==> src/rtl/imem_loader.sv <==
// Boot loader: receives a length-prefixed, XOR-checksummed byte stream and
// writes it into a 16x16 instruction memory while holding the CPU.
module imem_loader (
  input  logic        clk,
  input  logic        reset,
  input  logic        start,
  input  logic [7:0]  in_data,
  input  logic        in_valid,
  output logic        in_ready,
  input  logic [3:0]  fetch_addr,
  output logic [15:0] fetch_data,
  output logic        cpu_hold,
  output logic        load_done,
  output logic        error,
  output logic [4:0]  word_count
);

  typedef enum logic [2:0] {
    S_IDLE, S_LEN, S_HI, S_LO, S_CSUM, S_DONE, S_ERR
  } state_t;

  state_t      state_q, state_d;
  logic [4:0]  len_q, len_d;
  logic [7:0]  hi_q, hi_d;
  logic [7:0]  csum_q, csum_d;
  logic [3:0]  addr_q, addr_d;
  logic [4:0]  word_count_q, word_count_d;
  logic [15:0] fetch_data_q, fetch_data_d;
  logic        in_ready_q, in_ready_d;
  logic        cpu_hold_q, cpu_hold_d;
  logic        load_done_q, load_done_d;
  logic        error_q, error_d;
  logic [15:0] mem_q [16];

  logic accept;
  logic restart;
  logic last_word;
  logic mem_we;

  assign accept    = in_valid && in_ready_q;
  assign restart   = start && (state_q == S_IDLE || state_q == S_DONE || state_q == S_ERR);
  assign last_word = (5'(word_count_q + 5'd1) == len_q);

  always_ff @(posedge clk or posedge reset) begin
    if (reset) begin
      state_q      <= S_IDLE;
      len_q        <= '0;
      hi_q         <= '0;
      csum_q       <= '0;
      addr_q       <= '0;
      word_count_q <= '0;
      fetch_data_q <= '0;
      in_ready_q   <= 1'b0;
      cpu_hold_q   <= 1'b1;
      load_done_q  <= 1'b0;
      error_q      <= 1'b0;
    end else begin
      state_q      <= state_d;
      len_q        <= len_d;
      hi_q         <= hi_d;
      csum_q       <= csum_d;
      addr_q       <= addr_d;
      word_count_q <= word_count_d;
      fetch_data_q <= fetch_data_d;
      in_ready_q   <= in_ready_d;
      cpu_hold_q   <= cpu_hold_d;
      load_done_q  <= load_done_d;
      error_q      <= error_d;
    end
  end

  // Memory survives reset so a partially loaded program stays readable.
  always_ff @(posedge clk) begin
    if (mem_we) begin
      mem_q[addr_q] <= {hi_q, in_data};
    end
  end

  always_comb begin
    state_d = state_q;
    case (state_q)
      S_IDLE, S_DONE, S_ERR: if (start) state_d = S_LEN;
      S_LEN: if (accept) state_d = (in_data == 8'd0 || in_data > 8'd16) ? S_ERR : S_HI;
      S_HI:  if (accept) state_d = S_LO;
      S_LO:  if (accept) state_d = last_word ? S_CSUM : S_HI;
      S_CSUM: if (accept) state_d = (in_data == csum_q) ? S_DONE : S_ERR;
      default: state_d = S_IDLE;
    endcase
  end

  always_comb begin
    len_d        = len_q;
    hi_d         = hi_q;
    csum_d       = csum_q;
    addr_d       = addr_q;
    word_count_d = word_count_q;
    mem_we       = 1'b0;
    fetch_data_d = mem_q[fetch_addr];
    if (restart) begin
      csum_d       = '0;
      addr_d       = '0;
      word_count_d = '0;
    end else if (accept) begin
      case (state_q)
        S_LEN: len_d = in_data[4:0];
        S_HI: begin
          hi_d   = in_data;
          csum_d = csum_q ^ in_data;
        end
        S_LO: begin
          csum_d       = csum_q ^ in_data;
          addr_d       = addr_q + 4'd1;
          word_count_d = word_count_q + 5'd1;
          mem_we       = 1'b1;
        end
        default: ;
      endcase
    end
  end

  // Outputs are decoded from the next state so they line up with state_q.
  always_comb begin
    in_ready_d  = (state_d == S_LEN) || (state_d == S_HI) ||
                  (state_d == S_LO)  || (state_d == S_CSUM);
    cpu_hold_d  = (state_d != S_DONE);
    load_done_d = (state_d == S_DONE);
    error_d     = (state_d == S_ERR);
  end

  assign in_ready   = in_ready_q;
  assign fetch_data = fetch_data_q;
  assign cpu_hold   = cpu_hold_q;
  assign load_done  = load_done_q;
  assign error      = error_q;
  assign word_count = word_count_q;

endmodule

==> config.mk <==
export PLATFORM = sky130hd
export DESIGN_NAME = imem_loader
export DESIGN_NICKNAME = d
export VERILOG_FILES = /design/src/rtl/imem_loader.sv
export SDC_FILE = /design/constraint.sdc
export NUM_CORES = 1
export LEC_CHECK = 0
export BUFFER_PORTS_ARGS = -buffer_cell sky130_fd_sc_hd__buf_2
export CAP_MARGIN = 10
export CORE_MARGIN = 2
export CORE_UTILIZATION = 45
export DETAILED_ROUTE_END_ITERATION = 12
export PLACE_DENSITY = 0.68
export SYNTH_ARGS = -nofsm -noshare
export SYNTH_HDL_FRONTEND = slang
export SYNTH_SLANG_ARGS = --single-unit
==> constraint.sdc <==
create_clock -name clk -period 2.9 [get_ports clk]
set_input_delay 0.145 -clock clk [delete_from_list [all_inputs] [get_ports clk]]
set_output_delay 0.145 -clock clk [all_outputs]
set_load 0.01 [all_outputs]
==> impl_metrics.tcl <==
set metrics [dict create \
    setup_tns_ns 0 \
    hpwl_um 15200 \
    cpPeakStageDelay_ns 0.58 \
    ant_nets 0 \
    dpl_cell_area_mm2 0.0129 \
    rsz0062_at_grt "false" \
    cts_root_buf "clkbuf_16" \
    grt_pass1_wl_um 38600 \
    grt_use_total 0.181 \
    cts_max_path_buffers 3 \
    synth_edf_count 256 \
    cts_tree "built" \
    wl_per_cell_um 24.9 \
    hold_violations 0 \
    drc 0 \
    antenna_found_initial 0 \
    r2r_slack_ns 0.32 \
    clk-insertion-delay-late_ns 0.56 \
    syn_area_mm2 0.0122 \
    num_rows 60 \
    slew_violations 0 \
    postCtsSetupRepairBufs 0 \
    synth-seq-area-share 0.736 \
    wl_um 25200 \
    path_buf_inv 1 \
    cts_sinks 309 \
    syn_to_final_growth_pct 14.6 \
    drive_gt1_frac 0.250 \
    grt_pass1_vias 6177 \
    syn_nets 592 \
    synth_top_area_frac 0.628 \
    p_per_area_mw_per_mm2 784 \
    worst_hold_path.num_cells 1 \
    status "finished, final reports clean" \
    die_y_um 169 \
    period_share 0.890 \
    dr.pass1.iters 5 \
    p_leak_nw 4.94 \
    whs_endpoint "mem_q[8][0]$_DFFE_PP_" \
    period_needed_ns 2.58 \
    dp.cells 951 \
    postLayoutCellArea_mm2 0.0140 \
    drt_iter0_markers 626 \
    syn_inst 571 \
    multi_input_area_mm2 0.00304 \
    most-common-layout-cells "edfxtp_1 (256), dfrtp_1 (52), mux4_1 (48)" \
    r2r_end "in_ready$_DFF_PP0_" \
    fillers 2016 \
    endpoint_kind "register" \
    r2r_cells 6 \
    crit_slowest_cell "dfrtp_1" \
    seq_area_mm2 0.00901 \
    cts-resized-gates 0 \
    clkSlewWorstSetupHoldPaths_ns 0.06 \
    slew_headroom 0.540 \
    synth_area_leaders "edfxtp_1 (63%), dfrtp_1 (11%), mux4_1 (10%), mux4_2 (5.9%), mux2_2 (1.2%)" \
    ir_drop_uv 538 \
    place.gp.congestion 0.745 \
    final_cells 1012 \
    crit_chain "nand3_1 > nor3_2 > a21boi_1 > o21bai_1 > a32oi_1 > dlygate4sd3_1" \
    crit_arrival_ns 3.02 \
    htree_levels 1 \
    yosys_warnings 0 \
    n_antenna_cell 0 \
    path_delay_family "simple AND/OR/NAND/NOR gates" \
    syn_avg_cell_area_um2 21.4 \
    timing.rr.start "state_q[0]$_DFF_PP0_" \
    synth_ff_type "edfxtp_1" \
    ys_types 46 \
    hold_path.class "in2reg" \
    dieArea_mm2 0.0285 \
    cp-start-kind "register" \
    io_pins 41 \
    cts_buffers 31 \
    num_vias 5806 \
    portBuffers 40 \
    fin_nets 667 \
    pre_cts_ws_ns 0.568 \
    cp_max_fo 13 \
    finalWorstSetupSlack_ns 0.319 \
    synthArstFlopShare 0.172 \
    crit_type "reg2reg" \
    drv_cap 0 \
    clock.fmax_mhz 387 \
    final_common_cell "edfxtp_1" \
    die_x_um 169 \
    worstPathRequired_ns 3.34 \
    setup_viol 0 \
    vias_per_cell 5.74 \
    grt_max_degree 65 \
    skew_ns 0.0101 \
    fp.coreArea_mm2 0.0268 \
    synth-seq-cells 309 \
    min_from "in_data[0]" \
    yosysTopAreaCell "edfxtp_1" \
    grt_overflow 0 \
    tightestPinTransition_ns 0.686 \
    start_util 0.457 \
]
==> logic make-up (layout without fill, tap and decap cells) <==
group | after synthesis | in the layout | share of synthesized area
and+or+nand+nor | 79 | 79 | 0.0335
AOI/OAI and AO/OA | 26 | 26 | 0.0150
adders and majority gates | 5 | 5 | 0.00511
xor gates and xnor gates | 26 | 26 | 0.0197
muxes | 94 | 94 | 0.175
DFF | 309 | 309 | 0.736
buffers and inverters | 32 | 132 | 0.0155
==> report_power, final <==
part / total, mW / internal, mW / switching [mW] / leakage [nW]
clock: 4.02 / 2.34 / 1.68 / 0.516
sequential: 5.84 / 5.35 / 0.481 / 2.96
combinational: 1.14 / 0.538 / 0.603 / 1.46
==> registers in the layout, summed over array words and instances (netlist names) <==
register / cells
mem_q: 256
fetch_data: 16
csum_q: 8
hi_q: 8
len_q: 5
word_count: 5
addr_q: 4
state_q: 3
cpu_hold: 1
error: 1
in_ready: 1
load_done: 1
==> through the flow <==
stage	hold WS, ns	total power, mW	utilization
3_3_place_gp	0.202	6.96	0.483
4_1_cts	0.0409	11.1	0.523
5_1_grt	0.0646	11.4	0.523
6_report	0.0596	11.0	0.523
3_5_place_dp	0.206	7.06	0.483
2_1_floorplan	0.244	6.53	-
==> cell usage after synthesis (3+ instances only) <==
cell type / count
a21oi_1: 4
o21ai_0: 7
mux4_2: 32
nand2_1: 19
edfxtp_1: 256
o31ai_1: 3
buf_1: 5
nor2_1: 21
and2_1: 15
mux2_2: 13
clkbuf_1: 9
buf_2: 4
buf_6: 5
and4_1: 4
xor2_1: 13
ha_1: 5
nand4_1: 4
mux4_1: 48
nand2b_1: 4
inv_1: 7
xnor2_1: 12
dfrtp_1: 52
==> final cells by class <==
| type | count | share of cell area |
|---|---|---|
| multi-input cells | 230 | 0.217 |
| repair buffers | 67 | 0.0339 |
| clock inverters | 21 | 0.0147 |
| inverters | 7 | 0.00187 |
| flip-flops and latches | 309 | 0.643 |
| well taps | 341 | 0.0304 |
| clock buffers | 37 | 0.0598 |
==> how the worst max path moves through the flow <==
stage / end / cells past startpoint / start
after floorplan: mem_q[11][0]$_DFFE_PP_ / 5 / in_ready$_DFF_PP0_
after global placement: mem_q[4][8]$_DFFE_PP_ / 6 / state_q[0]$_DFF_PP0_
after detailed placement: mem_q[11][11]$_DFFE_PP_ / 5 / state_q[0]$_DFF_PP0_
after CTS: in_ready$_DFF_PP0_ / 6 / state_q[0]$_DFF_PP0_
after global routing: in_ready$_DFF_PP0_ / 6 / state_q[0]$_DFF_PP0_
final: in_ready$_DFF_PP0_ / 6 / state_q[0]$_DFF_PP0_
==> worst register-to-register path, cell delays in order (launching register included) <==
cell	delay (ns)
dfrtp_1	0.58
nand3_1	0.22
nor3_2	0.53
a21boi_1	0.26
o21bai_1	0.19
a32oi_1	0.11
dlygate4sd3_1	0.58
==> routing by layer <==
metal	global-route usage	vias up	share of wire
met2	0.308	141	0.50
met1	0.250	3133	0.44
met5	0	-	0
met4	0.0397	0	0.017
met3	0.0285	31	0.042
li1	-	2501	-
==> timing repair <==
item                                   4_1_cts  5_1_grt
endpoints found under the hold margin       14        0
hold buffers                                 3        0
setup endpoints to repair                    0        0
No activity file was read; power rests on OpenSTA's default activity.
